## src/rtl/aes_blk_scheduler_pkg.sv

```systemverilog
// -----------------------------------------------------------------------------
// aes_blk_scheduler_pkg
// Shared definitions for the AES block scheduler: FSM state encoding and the
// bit positions of the command word fields.
// -----------------------------------------------------------------------------
package aes_blk_scheduler_pkg;

  localparam int CMD_WIDTH       = 32;
  localparam int CMD_DECRYPT_BIT = 0;  // 1 = run the core in decrypt mode
  localparam int CMD_KEY_BIT     = 1;  // 1 = block 0 of the input RAM is the key

  typedef enum logic [2:0] {
    IDLE      = 3'd0,
    READ      = 3'd1,
    LATCH     = 3'd2,
    ISSUE     = 3'd3,
    WAIT_CORE = 3'd4,
    WRITE     = 3'd5,
    FINISH    = 3'd6
  } state_t;

endpackage

```

## src/rtl/aes_blk_scheduler_if.sv

```systemverilog
// -----------------------------------------------------------------------------
// aes_blk_scheduler_if
// Groups the three buses the scheduler talks to:
//   input RAM read port  : in_r_e, in_addr -> RAM ; in_data <- RAM (1-cycle latency)
//   AES core             : core_start, core_decrypt, core_key_load, core_data_o -> core
//                          core_done, core_data_i <- core
//   output RAM write port: out_w_e, out_addr, out_data -> RAM
// master = scheduler side, slave = RAM/core side.
// -----------------------------------------------------------------------------
interface aes_blk_scheduler_if #(
  parameter int ADDR_WIDTH = 9,
  parameter int DATA_WIDTH = 128
) ();

  logic                  in_r_e;
  logic [ADDR_WIDTH-1:0] in_addr;
  logic [DATA_WIDTH-1:0] in_data;

  logic                  core_start;
  logic                  core_decrypt;
  logic                  core_key_load;
  logic [DATA_WIDTH-1:0] core_data_o;
  logic                  core_done;
  logic [DATA_WIDTH-1:0] core_data_i;

  logic                  out_w_e;
  logic [ADDR_WIDTH-1:0] out_addr;
  logic [DATA_WIDTH-1:0] out_data;

  modport master (
    output in_r_e, in_addr,
    input  in_data,
    output core_start, core_decrypt, core_key_load, core_data_o,
    input  core_done, core_data_i,
    output out_w_e, out_addr, out_data
  );

  modport slave (
    input  in_r_e, in_addr,
    output in_data,
    input  core_start, core_decrypt, core_key_load, core_data_o,
    output core_done, core_data_i,
    input  out_w_e, out_addr, out_data
  );

endinterface

```

## src/rtl/aes_blk_scheduler.sv

```systemverilog
// -----------------------------------------------------------------------------
// aes_blk_scheduler
// Streams blk_cnt 128-bit blocks from an input RAM through an AES core and
// writes the results to an output RAM. When cmd[CMD_KEY_BIT] is set, block 0
// is handed to the core as a key load and produces no output write, so data
// results land at out_addr = idx - 1.
//
// Ports:
//   clk      : rising-edge clock
//   aresetn  : asynchronous active-low reset
//   en       : one-cycle start strobe, honoured only in IDLE
//   cmd      : command word (bit0 decrypt, bit1 first block is key)
//   blk_cnt  : number of blocks in the input RAM, key block included
//   busy     : high from the cycle after an accepted en until done
//   done     : one-cycle completion strobe
//   bus      : RAM read port, AES core and RAM write port (master side)
//
// Timing: every bus output is registered on entry to the state that owns it,
// so in_r_e is visible during READ, core_start during ISSUE and out_w_e during
// WRITE. done/busy are updated by the FINISH state itself, which makes an
// empty job produce done two cycles after en.
// -----------------------------------------------------------------------------
module aes_blk_scheduler
  import aes_blk_scheduler_pkg::*;
#(
  parameter int ADDR_WIDTH = 9,
  parameter int DATA_WIDTH = 128
) (
  input  logic                  clk,
  input  logic                  aresetn,
  input  logic                  en,
  input  logic [CMD_WIDTH-1:0]  cmd,
  input  logic [ADDR_WIDTH-1:0] blk_cnt,
  output logic                  busy,
  output logic                  done,
  aes_blk_scheduler_if.master   bus
);

  state_t                state;
  logic                  rst_seen;     // one clean edge seen since reset release
  logic                  cmd_decrypt_r;
  logic                  cmd_key_r;
  logic [ADDR_WIDTH-1:0] blk_cnt_r;
  logic [ADDR_WIDTH-1:0] idx;
  logic [DATA_WIDTH-1:0] blk_reg;
  logic [DATA_WIDTH-1:0] res_reg;

  logic key_blk;
  logic last_blk;
  logic advance;
  logic unused_cmd_bits;

  assign key_blk  = cmd_key_r && (idx == '0);
  // blk_cnt_r is never 0 outside IDLE/FINISH, so the subtraction cannot wrap
  // in any state where last_blk is used.
  assign last_blk = (idx == blk_cnt_r - ADDR_WIDTH'(1));
  // Move to the next block after a write, or straight after a key load.
  assign advance  = (state == WRITE) ||
                    ((state == WAIT_CORE) && bus.core_done && key_blk);

  assign unused_cmd_bits = ^cmd[CMD_WIDTH-1:2];

  assign bus.core_data_o = blk_reg;
  assign bus.out_data    = res_reg;

  // NOTE: sequential state uses non-blocking assignments only, so every
  // register samples the pre-edge values regardless of statement order; the
  // later 'advance' assignments deliberately override the case body.
  always_ff @(posedge clk or negedge aresetn) begin
    if (!aresetn) begin
      state             <= IDLE;
      rst_seen          <= 1'b0;
      cmd_decrypt_r     <= 1'b0;
      cmd_key_r         <= 1'b0;
      blk_cnt_r         <= '0;
      idx               <= '0;
      blk_reg           <= '0;
      res_reg           <= '0;
      busy              <= 1'b0;
      done              <= 1'b0;
      bus.in_r_e        <= 1'b0;
      bus.in_addr       <= '0;
      bus.core_start    <= 1'b0;
      bus.core_decrypt  <= 1'b0;
      bus.core_key_load <= 1'b0;
      bus.out_w_e       <= 1'b0;
      bus.out_addr      <= '0;
    end else begin
      rst_seen <= 1'b1;

      // Strobes default low and are raised only for their single cycle.
      bus.in_r_e        <= 1'b0;
      bus.core_start    <= 1'b0;
      bus.core_decrypt  <= 1'b0;
      bus.core_key_load <= 1'b0;
      bus.out_w_e       <= 1'b0;
      done              <= 1'b0;

      case (state)
        IDLE: begin
          if (en && rst_seen) begin
            cmd_decrypt_r <= cmd[CMD_DECRYPT_BIT];
            cmd_key_r     <= cmd[CMD_KEY_BIT];
            blk_cnt_r     <= blk_cnt;
            idx           <= '0;
            busy          <= 1'b1;
            if (blk_cnt == '0) begin
              state <= FINISH;
            end else begin
              state       <= READ;
              bus.in_r_e  <= 1'b1;
              bus.in_addr <= '0;
            end
          end
        end

        READ: state <= LATCH;

        LATCH: begin
          blk_reg           <= bus.in_data;
          state             <= ISSUE;
          bus.core_start    <= 1'b1;
          bus.core_decrypt  <= cmd_decrypt_r;
          bus.core_key_load <= key_blk;
        end

        ISSUE: state <= WAIT_CORE;

        WAIT_CORE: begin
          if (bus.core_done) begin
            res_reg <= bus.core_data_i;
            if (!key_blk) begin
              state        <= WRITE;
              bus.out_w_e  <= 1'b1;
              bus.out_addr <= idx - ADDR_WIDTH'(cmd_key_r);
            end
          end
        end

        WRITE: state <= WRITE;  // replaced by the advance step below

        FINISH: begin
          done  <= 1'b1;
          busy  <= 1'b0;
          state <= IDLE;
        end

        default: state <= IDLE;
      endcase

      if (advance) begin
        if (last_blk) begin
          state <= FINISH;
        end else begin
          idx         <= idx + ADDR_WIDTH'(1);
          state       <= READ;
          bus.in_r_e  <= 1'b1;
          bus.in_addr <= idx + ADDR_WIDTH'(1);
        end
      end
    end
  end

endmodule

```

## src/flat_wrapper.sv

```systemverilog
// flat-port wrapper written by rule: the top's interface ports become plain ports
module aes_blk_scheduler_flat import aes_blk_scheduler_pkg::*;
#(
  parameter int ADDR_WIDTH = 9,
  parameter int DATA_WIDTH = 128
)
  (clk, aresetn, en, cmd, blk_cnt, busy, done, bus_in_r_e, bus_in_addr, bus_in_data, bus_core_start, bus_core_decrypt, bus_core_key_load, bus_core_data_o, bus_core_done, bus_core_data_i, bus_out_w_e, bus_out_addr, bus_out_data);
  aes_blk_scheduler_if #(.ADDR_WIDTH(ADDR_WIDTH), .DATA_WIDTH(DATA_WIDTH)) bus_i ();
  input  logic clk;
  input  logic aresetn;
  input  logic en;
  input  logic [CMD_WIDTH-1:0] cmd;
  input  logic [ADDR_WIDTH-1:0] blk_cnt;
  output logic busy;
  output logic done;
  output wire logic [$bits(bus_i.in_r_e)-1:0] bus_in_r_e;
  output wire logic [$bits(bus_i.in_addr)-1:0] bus_in_addr;
  input wire logic [$bits(bus_i.in_data)-1:0] bus_in_data;
  output wire logic [$bits(bus_i.core_start)-1:0] bus_core_start;
  output wire logic [$bits(bus_i.core_decrypt)-1:0] bus_core_decrypt;
  output wire logic [$bits(bus_i.core_key_load)-1:0] bus_core_key_load;
  output wire logic [$bits(bus_i.core_data_o)-1:0] bus_core_data_o;
  input wire logic [$bits(bus_i.core_done)-1:0] bus_core_done;
  input wire logic [$bits(bus_i.core_data_i)-1:0] bus_core_data_i;
  output wire logic [$bits(bus_i.out_w_e)-1:0] bus_out_w_e;
  output wire logic [$bits(bus_i.out_addr)-1:0] bus_out_addr;
  output wire logic [$bits(bus_i.out_data)-1:0] bus_out_data;
  assign bus_in_r_e = bus_i.in_r_e;
  assign bus_in_addr = bus_i.in_addr;
  assign bus_i.in_data = bus_in_data;
  assign bus_core_start = bus_i.core_start;
  assign bus_core_decrypt = bus_i.core_decrypt;
  assign bus_core_key_load = bus_i.core_key_load;
  assign bus_core_data_o = bus_i.core_data_o;
  assign bus_i.core_done = bus_core_done;
  assign bus_i.core_data_i = bus_core_data_i;
  assign bus_out_w_e = bus_i.out_w_e;
  assign bus_out_addr = bus_i.out_addr;
  assign bus_out_data = bus_i.out_data;
  aes_blk_scheduler #(.ADDR_WIDTH(ADDR_WIDTH), .DATA_WIDTH(DATA_WIDTH)) u_core (.clk(clk), .aresetn(aresetn), .en(en), .cmd(cmd), .blk_cnt(blk_cnt), .busy(busy), .done(done), .bus(bus_i));
endmodule
```

## config.mk

```make
export PLATFORM = sky130hd
export DESIGN_NAME = aes_blk_scheduler_flat
export DESIGN_NICKNAME = d
export VERILOG_FILES = /design/src/rtl/aes_blk_scheduler_pkg.sv /design/src/rtl/aes_blk_scheduler_if.sv /design/src/rtl/aes_blk_scheduler.sv /design/src/flat_wrapper.sv
export SDC_FILE = /design/constraint.sdc
export NUM_CORES = 1
export LEC_CHECK = 0
export BUFFER_PORTS_ARGS = -buffer_cell sky130_fd_sc_hd__buf_4
export CAP_MARGIN = 20
export CORE_AREA = 2 2 229 231
export CTS_BUF_LIST = sky130_fd_sc_hd__clkbuf_2 sky130_fd_sc_hd__clkbuf_4 sky130_fd_sc_hd__clkbuf_8
export DETAILED_ROUTE_END_ITERATION = 12
export DIE_AREA = 0 0 231 233
export GPL_TIMING_DRIVEN = 0
export PLACE_DENSITY = 0.45
export RECOVER_POWER = 50
export SYNTH_ARGS = -nofsm -noshare
export SYNTH_HDL_FRONTEND = slang
export SYNTH_SLANG_ARGS = --single-unit
```

## constraint.sdc

```tcl
create_clock -name clk -period 2.81 [get_ports clk]
set_clock_uncertainty 0.15 [all_clocks]
set_input_delay 0.281 -clock clk [delete_from_list [all_inputs] [get_ports clk]]
set_output_delay 0.281 -clock clk [all_outputs]
set_load 0.02 [all_outputs]
```

* Word-level counts from Yosys, hierarchy flattened *
Cells that the tools add are included.

word-level totals
  register bits = 305
  input port bits = 301
  output and inout port bits = 281
  logic and storage cells = 76

operators by class
  $add $sub $neg = 3
  eq/ne operators = 11
  multiplexer cells = 30
  bitwise operators = 1
  reductions and logical operators = 14

operators by type and width
  cell                                                                   count
  9-bit 2-to-1 mux                                                       9
  9-bit logical NOT                                                      2
  3-bit 2-to-1 mux                                                       6
  3-bit one-hot mux with 6 select lines                                  1
  1-bit 2-to-1 mux                                                       13
  9-bit by 1-bit adder with 9-bit output, second input constant          1
  3-bit equality test, second input constant                             3
  9-bit equality test                                                    1
  9-bit by 1-bit subtractor with 9-bit output                            1
  9-bit by 1-bit subtractor with 9-bit output, second input constant     1
  3-bit by 2-bit equality test with 1-bit output, second input constant  2
  2-bit AND reduction                                                    3
  3-bit AND reduction                                                    2
  1-bit logical AND                                                      4
  3-bit by 1-bit equality test with 1-bit output, second input constant  1
  3-bit logical NOT                                                      1
  3-bit by 1-bit != test with 1-bit output, second input constant        1
  3-bit by 2-bit != test with 1-bit output, second input constant        1
  3-bit != test, second input constant                                   1
  2-bit by 1-bit != test with 1-bit output, second input constant        1
  1-bit one-hot mux with 2 select lines                                  1
  2-bit nonzero test                                                     1
  1-bit logical OR                                                       1
  1-bit NOT                                                              1

* Logic depth before layout (Yosys ltp) *
Gate-level depths: netlist of the first run.

  word-level depth = 6
  depth in mapped cells = 9
  gate-level depth less buffers = 8

* Worst setup path after synthesis of the first run *
OpenSTA, ideal clock, no wires.

  path type = register -> register
  start point = reg u_core.blk_cnt_r[0]
  end point = reg u_core.idx[5]
  setup time = 65 ps
  arrival time = 2,153 ps
  data required time = 2,595 ps
  setup slack = 443 ps
  stages on the path, launching flop included = 9
  path buffers = 0
  clock period less this slack = 2,367 ps
  path through = dfrtp_1 > inv_1 > ha_1 > nor3b_1 > o211ai_1 > nor4b_1 > o2111ai_2 > a21oi_2 > a21o_1

on the way
  word-level cells in the longest chain between the ends = 4

ends and longest elaborated chain
  what                                         RTL line                  RTL
  from (decl)                                  aes_blk_scheduler.sv:43   logic [ADDR_WIDTH-1:0] blk_cnt_r;
  from (signal assigned)                       aes_blk_scheduler.sv:104  blk_cnt_r <= blk_cnt;
  9-bit by 1-bit subtractor with 9-bit output  aes_blk_scheduler.sv:56   assign last_blk = (idx == blk_cnt_r - ADDR_WIDTH'(1));
  9-bit equality test                          aes_blk_scheduler.sv:56
  9-bit 2-to-1 mux                             aes_blk_scheduler.sv:152  if (last_blk) begin
  9-bit 2-to-1 mux                             aes_blk_scheduler.sv:151  if (advance) begin
  to (signal assigned)                         aes_blk_scheduler.sv:155  idx <= idx + ADDR_WIDTH'(1);
  to (decl)                                    aes_blk_scheduler.sv:44   logic [ADDR_WIDTH-1:0] idx;

Every way passes these cells.
A chain may end at the register's enable or synchronous reset.

* Worst setup path in the final report of the first run *
  start point = reg u_core.state[0]
  end point = reg u_core.res_reg[96], in the netlist u_core.bus.out_data[96]

on the way
  word-level cells in the longest chain between the ends = 2

ends and longest elaborated chain
  what                           RTL line                  RTL
  from (decl)                    aes_blk_scheduler.sv:39   state_t state;
  from (signal assigned)         aes_blk_scheduler.sv:71   state <= IDLE;
  from (signal assigned)         aes_blk_scheduler.sv:108  state <= FINISH;
  from (signal assigned)         aes_blk_scheduler.sv:110  state <= READ;
  3-bit equality test            aes_blk_scheduler.sv:99   case (state)
  2-bit AND reduction (no line)  --
  to (signal assigned)           aes_blk_scheduler.sv:131  res_reg <= bus.core_data_i;
  to (decl)                      aes_blk_scheduler.sv:46   logic [DATA_WIDTH-1:0] res_reg;

Every way passes these cells.

==> run_summary.xml, run 1 <==
<?xml version="1.0" encoding="UTF-8"?>
<metrics>
  <group name="run_status">
    <metric name="outcome" unit="">complete, but fails checks</metric>
    <metric name="violations" unit="">max-capacitance violations, max-slew violations</metric>
  </group>
  <group name="global_routing">
    <metric name="grt_pass1_vias" unit="">11000</metric>
    <metric name="global_route.overflow_total" unit="">0</metric>
    <metric name="number_of_antenna_violations_at_the_first_check_in_global_routing" unit="">1</metric>
    <metric name="grt_use_total" unit="%">15.4</metric>
    <metric name="grt_start_max_net_pins" unit="">99</metric>
    <metric name="grt_first_pass_wirelength" unit="um">64100</metric>
  </group>
  <group name="power_and_ir_drop">
    <metric name="total_leakage_power" unit="nW">9.30</metric>
    <metric name="ir_drop" unit="mV">0.547</metric>
    <metric name="total_power_consumption" unit="mW">22.8</metric>
    <metric name="p_per_area" unit="nW/um2">1110</metric>
  </group>
  <group name="floorplan">
    <metric name="dieHeight" unit="um">233</metric>
    <metric name="fp.dieArea" unit="um2">53800</metric>
    <metric name="row_count" unit="">83</metric>
    <metric name="design.core.area" unit="um2">51100</metric>
    <metric name="start_util" unit="%">23.4</metric>
    <metric name="floorplan.io_pins" unit="">582</metric>
    <metric name="floorplan.die.width" unit="um">231</metric>
  </group>
  <group name="job">
    <metric name="max_cap_violations" unit="">1</metric>
  </group>
  <group name="critical_path">
    <metric name="arrival" unit="ns">2.96</metric>
    <metric name="crit_path_top_delay_cell" unit="">sky130_fd_sc_hd__clkbuf_1</metric>
    <metric name="delay_contributed_by_the_slowest_stage_of_the_critical_path" unit="ns">0.52</metric>
    <metric name="critPathRequiredTime" unit="ns">3.17</metric>
    <metric name="startpoint_type" unit="">register</metric>
    <metric name="end_kind" unit="">register</metric>
    <metric name="critPathKind" unit="">reg2reg</metric>
    <metric name="path_common_cell" unit="">sky130_fd_sc_hd__clkbuf_1</metric>
    <metric name="cp_cell_sequence" unit="">clkbuf_1, nor2_1, and3_1, clkbuf_2, clkbuf_1, mux2_2</metric>
    <metric name="worstSetupStartpoint" unit="">u_core.state[0]</metric>
    <metric name="crit_path_max_fanout" unit="">10</metric>
    <metric name="reg2reg_from" unit="">u_core.state[0]</metric>
  </group>
  <group name="worst_hold_path">
    <metric name="worstHoldPathType" unit="">in2reg</metric>
    <metric name="worst_hold_startpoint" unit="">bus_in_data[49]</metric>
  </group>
  <group name="sta">
    <metric name="timing.final.crit_period" unit="ns">2.60</metric>
    <metric name="timing.final.hold_violations" unit="">0</metric>
    <metric name="hold_slack" unit="ns">0.260</metric>
    <metric name="setup_viol_count_final" unit="">0</metric>
    <metric name="totalNegativeSetupSlack" unit="ns">0</metric>
    <metric name="slew-limit-headroom" unit="%">-14.7</metric>
    <metric name="slew_viol_final" unit="">68</metric>
    <metric name="worst_slew_pin_slew" unit="ns">1.72</metric>
    <metric name="unrepaired_setup_endpoints_after_global_routing" unit="">false</metric>
    <metric name="timing.fmax" unit="MHz">384</metric>
    <metric name="final_min_period_over_clock_period" unit="%">92.7</metric>
    <metric name="final.setup.worst_slack" unit="ns">0.206</metric>
  </group>
  <group name="logic_synthesis">
    <metric name="netlist_area_before_placement" unit="um2">12000</metric>
    <metric name="cell_count_after_synthesis" unit="">784</metric>
    <metric name="ys_flop_type" unit="">sky130_fd_sc_hd__dfrtp_1</metric>
    <metric name="synth_area_leaders" unit="">sky130_fd_sc_hd__dfrtp_1, sky130_fd_sc_hd__mux2_2, sky130_fd_sc_hd__xnor2_1</metric>
    <metric name="ys_async_sr_fraction" unit="%">100</metric>
    <metric name="avgSynthCellArea" unit="um2">15.3</metric>
    <metric name="synth.net_count" unit="">1090</metric>
    <metric name="synth-seq-cells" unit="">305</metric>
    <metric name="yosysWarnings" unit="">0</metric>
    <metric name="synth-edff-count" unit="">0</metric>
    <metric name="synth_cell_type_count" unit="">49</metric>
    <metric name="yosys.area.top_type_share" unit="%">63.8</metric>
    <metric name="synth_area_leader_cell" unit="">sky130_fd_sc_hd__dfrtp_1</metric>
    <metric name="synth_sequential_area_ratio" unit="%">63.8</metric>
  </group>
  <group name="drt">
    <metric name="vias" unit="">9793</metric>
    <metric name="detailedRoute.firstPassIterationCount" unit="">4</metric>
    <metric name="drt-vias-per-instance" unit="">4.09</metric>
    <metric name="wirelength" unit="um">42300</metric>
    <metric name="drtAntennaViolNets" unit="">0</metric>
    <metric name="drt-wirelength-per-cell" unit="um">17.6</metric>
    <metric name="drt_drc_violations_left" unit="">0</metric>
    <metric name="first_iter_violations" unit="">282</metric>
  </group>
  <group name="cts">
    <metric name="clock-root-buffer" unit="">sky130_fd_sc_hd__clkbuf_8</metric>
    <metric name="worstSkewPairLatency" unit="ns">0.64</metric>
    <metric name="tritoncts_clock_tree" unit="">yes</metric>
    <metric name="clock_sink_count" unit="">305</metric>
    <metric name="number_of_cts_inserted_buffers" unit="">59</metric>
    <metric name="htree_num_levels" unit="">2</metric>
    <metric name="clk_transition_reported_paths" unit="ns">0.06</metric>
    <metric name="clock_tree.buffer_depth" unit="">3</metric>
  </group>
  <group name="finish">
    <metric name="mostFrequentLayoutCell" unit="">sky130_fd_sc_hd__buf_4</metric>
    <metric name="finish.net_count" unit="">1977</metric>
    <metric name="most_frequent_cells_in_the_layout" unit="">sky130_fd_sc_hd__buf_4, sky130_fd_sc_hd__dfrtp_1, sky130_fd_sc_hd__dlygate4sd3_1</metric>
    <metric name="multi_input_comb_area" unit="um2">4170</metric>
    <metric name="seqCellArea" unit="um2">7630</metric>
    <metric name="final_layout_size_suffix_gt1_share" unit="%">48.2</metric>
    <metric name="num-fill-cells" unit="">5026</metric>
    <metric name="synthToLayoutAreaGrowth" unit="%">71.1</metric>
    <metric name="finished_core_util" unit="%">40.1</metric>
  </group>
  <group name="placed_design">
    <metric name="gp_routability_congestion" unit="">0.776</metric>
    <metric name="post-dp-hpwl" unit="um">31300</metric>
    <metric name="placement.setup.worst_slack" unit="ns">-0.458</metric>
    <metric name="port_buffers" unit="">551</metric>
  </group>
</metrics>
==> per-stage QoR <==
step / cell area (um2) / cells
finish: 20500 / 2397
floorplan: 12000 / 784
global route: 20500 / 2396
global placement: 17000 / 2015
CTS: 21100 / 2395
detailed placement: 17000 / 2018
==> logic make-up after synthesis <==
group	after synthesis	synth area share, %
flops	305	63.8
fa+ha+maj	5	0.523
xor+xnor	24	1.76
compound gates	47	2.83
mux	265	24.9
buf+inv	49	1.80
other cells	1	0.0313
simple gates	88	4.36
==> Yosys cell counts (all sizes together) (2+ instances only) <==
cell and instances:
dfrtp 305, o21ai 15, ha 5, o2111ai 3, xnor2 16, nor2b 2, a31o 7, or4 4
o221ai 2, nor2 12, nor3 11, clkbuf 24, a21oi 5, nand3b 3, and2 5, nor3b 2
buf 17, a21o 8, inv 8, nand3 7, and3 3, nand2b 4, nor4 4, mux2 265
nand2 26, xor2 8
==> path summary, 6_finish.rpt <==
check | slack (ns) | cells past startpoint | endpoint
max | 0.21 | 6 | u_core.bus.out_data[96]
min | 0.26 | 3 | u_core.bus.core_data_o[49]
max reg2reg | 0.21 | 6 | u_core.bus.out_data[96]
min reg2reg | 0.32 | 1 | u_core.bus.core_decrypt
max in group asynchronous | 0.77 | 3 | u_core.bus.out_w_e
min in group asynchronous | 0.48 | 3 | u_core.bus.core_data_o[52]
==> area by class of cell <==
| cell class | instances | share of cell area (%) |
|---|---|---|
| Clock inverter | 7 | 0.226 |
| Sequential cell | 305 | 37.3 |
| Clock buffer | 98 | 5.92 |
| Tap cell | 680 | 4.16 |
| Inverter | 8 | 0.147 |
| Antenna cell | 2 | 0.0244 |
| Multi-Input combinational cell | 430 | 20.3 |
| Buffer | 41 | 0.923 |
| Timing Repair Buffer | 826 | 31.0 |
==> sequential cells by signal, summed over array words and instances (netlist names), 3 cells and up <==
signal / count
u_core.bus.in_addr: 9
u_core.bus.out_data: 128
u_core.idx: 9
u_core.bus.out_addr: 9
u_core.blk_cnt_r: 9
u_core.bus.core_data_o: 128
u_core.state: 3
==> layer usage <==
layer	vias to the layer above	part of all wire (%)	global-route usage [%]
met1	4881	38	17.1
li1	4550	-	-
met2	271	53	27.9
met3	91	5.8	4.18
met4	0	3.4	6.09
met5	-	0	0
==> power breakdown <==
group / switching, mW / leakage (nW) / internal [mW]
Sequential: 1.19 / 3.71 / 6.54
Clock: 1.99 / 0.664 / 2.70
Combinational: 5.73 / 4.93 / 4.64
Total: 8.90 / 9.30 / 13.9
==> what timing repair did <==
action | CTS | global route
hold buffers | 271 | 0
pin swaps | 1 | 1
setup endpoints to repair | 235 | 120
gates resized for setup | 5 | 6
endpoints found under the hold margin | 577 | 0
setup buffers | 1 | 0
==> critical path, delay by kind of cell (launching register included) <==
kind | cells | cell delay [ns]
AND/OR/NAND/NOR | 2 | 0.50
buffers and inverters | 3 | 1.06
multiplexers | 1 | 0.41
flip-flops | 1 | 0.35
(Power assumes the default switching activity.)
==> run 2, diff against run 1 <==
ABC_AREA = 1   (was default)
CORE_AREA = 2 2 224 226   (was 2 2 229 231)
DIE_AREA = 0 0 226 228   (was 0 0 231 233)
GPL_ROUTABILITY_DRIVEN = 0   (was default)
PLACE_DENSITY = 0.47   (was 0.45)
==> run_summary.xml, run 2 <==
<?xml version="1.0" encoding="UTF-8"?>
<metrics>
  <group name="run_status">
    <metric name="outcome" unit="">complete, but fails checks</metric>
    <metric name="violations" unit="">max-capacitance violations, max-slew violations</metric>
  </group>
  <group name="critical_path">
    <metric name="end_kind" unit="">register</metric>
    <metric name="crit_path_max_fanout" unit="">10</metric>
    <metric name="critPathRequiredTime" unit="ns">3.16</metric>
    <metric name="arrival" unit="ns">2.80</metric>
    <metric name="reg2reg_from" unit="">u_core.state[0]</metric>
    <metric name="startpoint_type" unit="">register</metric>
    <metric name="worstSetupStartpoint" unit="">u_core.state[0]</metric>
    <metric name="critPathKind" unit="">reg2reg</metric>
  </group>
  <group name="sta">
    <metric name="slew_viol_final" unit="">110</metric>
    <metric name="timing.final.crit_period" unit="ns">2.45</metric>
    <metric name="timing.fmax" unit="MHz">409</metric>
    <metric name="unrepaired_setup_endpoints_after_global_routing" unit="">false</metric>
    <metric name="setup_viol_count_final" unit="">0</metric>
    <metric name="final_min_period_over_clock_period" unit="%">87.0</metric>
    <metric name="timing.final.hold_violations" unit="">0</metric>
    <metric name="slew-limit-headroom" unit="%">-6.69</metric>
    <metric name="worst_slew_pin_slew" unit="ns">1.60</metric>
  </group>
  <group name="logic_synthesis">
    <metric name="synth_area_leader_cell" unit="">sky130_fd_sc_hd__dfrtp_1</metric>
    <metric name="fraction_of_synthesized_area_in_multiplexers" unit="%">0</metric>
    <metric name="synth-seq-cells" unit="">305</metric>
    <metric name="yosysMostFrequentCell" unit="">sky130_fd_sc_hd__nand2_1</metric>
    <metric name="ys_flop_type" unit="">sky130_fd_sc_hd__dfrtp_1</metric>
    <metric name="synth.top_cells.by_count" unit="">sky130_fd_sc_hd__nand2_1, sky130_fd_sc_hd__dfrtp_1, sky130_fd_sc_hd__nand3_1, sky130_fd_sc_hd__buf_2, sky130_fd_sc_hd__nor2_1</metric>
    <metric name="post_synth_fa_ha_maj_area_fraction" unit="%">0.516</metric>
    <metric name="main_combinational_cell_family_by_area_after_synthesis" unit="">simple AND/OR/NAND/NOR gates</metric>
    <metric name="avgSynthCellArea" unit="um2">8.61</metric>
    <metric name="ys_async_sr_fraction" unit="%">100</metric>
    <metric name="synth-edff-count" unit="">0</metric>
    <metric name="synth_area_leaders" unit="">sky130_fd_sc_hd__dfrtp_1, sky130_fd_sc_hd__nand2_1, sky130_fd_sc_hd__nand3_1</metric>
    <metric name="yosysWarnings" unit="">0</metric>
    <metric name="synth_cell_type_count" unit="">27</metric>
    <metric name="netlist_area_before_placement" unit="um2">12100</metric>
    <metric name="synth-compound-area-share" unit="%">1.00</metric>
    <metric name="synth.net_count" unit="">1715</metric>
    <metric name="yosys.area.top_type_share" unit="%">62.9</metric>
    <metric name="cell_count_after_synthesis" unit="">1409</metric>
    <metric name="synth_sequential_area_ratio" unit="%">62.9</metric>
    <metric name="post_synth_and_or_nand_nor_area_fraction" unit="%">30.5</metric>
    <metric name="synth_xor_xnor_area_share" unit="%">1.37</metric>
  </group>
  <group name="worst_hold_path">
    <metric name="worst_hold_startpoint" unit="">bus_in_data[32]</metric>
    <metric name="worstHoldPathType" unit="">in2reg</metric>
  </group>
  <group name="drt">
    <metric name="drt-vias-per-instance" unit="">4.09</metric>
    <metric name="drt_drc_violations_left" unit="">0</metric>
    <metric name="wirelength" unit="um">46800</metric>
    <metric name="drt-wirelength-per-cell" unit="um">15.6</metric>
    <metric name="detailedRoute.firstPassIterationCount" unit="">5</metric>
    <metric name="first_iter_violations" unit="">543</metric>
    <metric name="vias" unit="">12300</metric>
    <metric name="drtAntennaViolNets" unit="">0</metric>
  </group>
  <group name="global_routing">
    <metric name="grt_use_total" unit="%">18.2</metric>
    <metric name="grt_pass1_vias" unit="">13000</metric>
    <metric name="grt_start_max_net_pins" unit="">110</metric>
    <metric name="global_route.overflow_total" unit="">0</metric>
    <metric name="number_of_antenna_violations_at_the_first_check_in_global_routing" unit="">5</metric>
    <metric name="grt_first_pass_wirelength" unit="um">72900</metric>
  </group>
  <group name="cts">
    <metric name="clock_tree.buffer_depth" unit="">3</metric>
    <metric name="htree_num_levels" unit="">2</metric>
    <metric name="cts_resized" unit="">0</metric>
    <metric name="tritoncts_clock_tree" unit="">yes</metric>
    <metric name="clk_transition_reported_paths" unit="ns">0.06</metric>
    <metric name="clock_sink_count" unit="">305</metric>
    <metric name="worstSkewPairLatency" unit="ns">0.62</metric>
    <metric name="number_of_cts_inserted_buffers" unit="">57</metric>
    <metric name="clock-root-buffer" unit="">sky130_fd_sc_hd__clkbuf_8</metric>
  </group>
  <group name="finish">
    <metric name="finish.net_count" unit="">2606</metric>
    <metric name="finished_core_util" unit="%">41.7</metric>
    <metric name="final_layout_size_suffix_gt1_share" unit="%">24.5</metric>
    <metric name="post-route-cell-area" unit="um2">20600</metric>
    <metric name="synthToLayoutAreaGrowth" unit="%">69.4</metric>
    <metric name="most_frequent_cells_in_the_layout" unit="">sky130_fd_sc_hd__nand2_1, sky130_fd_sc_hd__buf_4, sky130_fd_sc_hd__dfrtp_1</metric>
    <metric name="mostFrequentLayoutCell" unit="">sky130_fd_sc_hd__nand2_1</metric>
  </group>
  <group name="placed_design">
    <metric name="detailed_place.area" unit="um2">17200</metric>
    <metric name="post-dp-hpwl" unit="um">34400</metric>
    <metric name="port_buffers" unit="">551</metric>
  </group>
  <group name="floorplan">
    <metric name="design.core.area" unit="um2">49300</metric>
    <metric name="floorplan.io_pins" unit="">582</metric>
    <metric name="start_util" unit="%">24.6</metric>
    <metric name="floorplan.die.width" unit="um">226</metric>
    <metric name="fp.dieArea" unit="um2">51500</metric>
    <metric name="dieHeight" unit="um">228</metric>
    <metric name="row_count" unit="">82</metric>
  </group>
  <group name="job">
    <metric name="max_cap_violations" unit="">1</metric>
  </group>
  <group name="power_and_ir_drop">
    <metric name="total_leakage_power" unit="nW">10.8</metric>
    <metric name="p_per_area" unit="nW/um2">1030</metric>
    <metric name="ir_drop" unit="mV">0.571</metric>
  </group>
</metrics>
## run 2: changes by cell type in the layout (fill, tap and decap cells not counted), moves of 11 or more
cell / delta
sky130_fd_sc_hd__buf_2: +34
sky130_fd_sc_hd__clkbuf_1: -11
sky130_fd_sc_hd__inv_1: +16
sky130_fd_sc_hd__mux2_2: -265
sky130_fd_sc_hd__nand2_1: +843
sky130_fd_sc_hd__nand3_1: +42
sky130_fd_sc_hd__nor2_1: +13
sky130_fd_sc_hd__xnor2_1: -12
## run 2: area by class of cell
| class | count | area (um2) |
|---|---|---|
| antenna | 3 | 7.51 |
| buffer | 66 | 329 |
| clock buffer | 83 | 1040 |
| clock inverter | 9 | 100 |
| fill | 5091 | 28800 |
| inverter | 31 | 116 |
| multi-input combinational | 1007 | 4060 |
| sequential | 305 | 7630 |
| tap | 672 | 841 |
| timing repair buffer | 832 | 6430 |
## run 2: cells by family after synthesis
family | Yosys count
buffers and inverters | 97
DFF | 305
adders and majority gates | 5
xor gates and xnor gates | 19
AOI/OAI and AO/OA | 23
and+or+nand+nor | 959
other | 1
## run 2: metrics by stage
step	instances	setup WS [ns]	setup TNS (ns)	hold slack (ns)	power (mW)
floorplan	1409	0.981	0	-0.165	12.6
finish	3008	0.364	0	0.237	21.3
global placement	2632	-1.75	-521.70	0.305	17.3
global route	3008	0.0642	0	0.199	22.8
CTS	3005	0.223	0	0.0232	22.4
detailed placement	2635	0.245	0	0.0589	17.4
## run 2: final timing paths
| kind | endpoint | slack, ns | depth (start not counted) |
|---|---|---|---|
| max | u_core.bus.core_data_o[75] | 0.36 | 7 |
| min | u_core.bus.core_data_o[32] | 0.24 | 4 |
| max reg2reg | u_core.bus.core_data_o[75] | 0.36 | 7 |
| min reg2reg | u_core.bus.core_data_o[71] | 0.32 | 2 |
| max in group asynchronous | u_core.bus.out_data[27] | 0.76 | 3 |
| min in group asynchronous | u_core.blk_cnt_r[4] | 0.50 | 3 |
## run 2: timing repair
action | in CTS | in global routing
setup buffers | 0 | 0
endpoints found under the hold margin | 511 | 0
endpoints found under the setup margin | 0 | 0
hold buffers | 278 | 0
## run 2: layer usage
metal | routed length [um] | part of all wire (%) | track usage (%)
met5 | 22 | 0.047 | 0
met4 | 2160 | 4.6 | 9.23
met3 | 3230 | 6.9 | 5.13
met2 | 22500 | 48 | 29.8
met1 | 18900 | 40 | 21.7
## run 2: critical path, stage by stage (launching register included)
cell	delay [ns]
sky130_fd_sc_hd__dfrtp_1	0.42
sky130_fd_sc_hd__or2_0	0.27
sky130_fd_sc_hd__nor2_1	0.42
sky130_fd_sc_hd__inv_2	0.18
sky130_fd_sc_hd__clkbuf_1	0.38
sky130_fd_sc_hd__buf_2	0.36
sky130_fd_sc_hd__nand2_1	0.10
sky130_fd_sc_hd__nand2_1	0.05
## run 2: where the power goes
part | switching [mW] | internal (mW) | total (mW)
Clock | 1.91 | 2.52 | 4.44
Combinational | 6.00 | 3.32 | 9.32
Sequential | 1.13 | 6.37 | 7.50
Total | 9.04 | 12.2 | 21.3
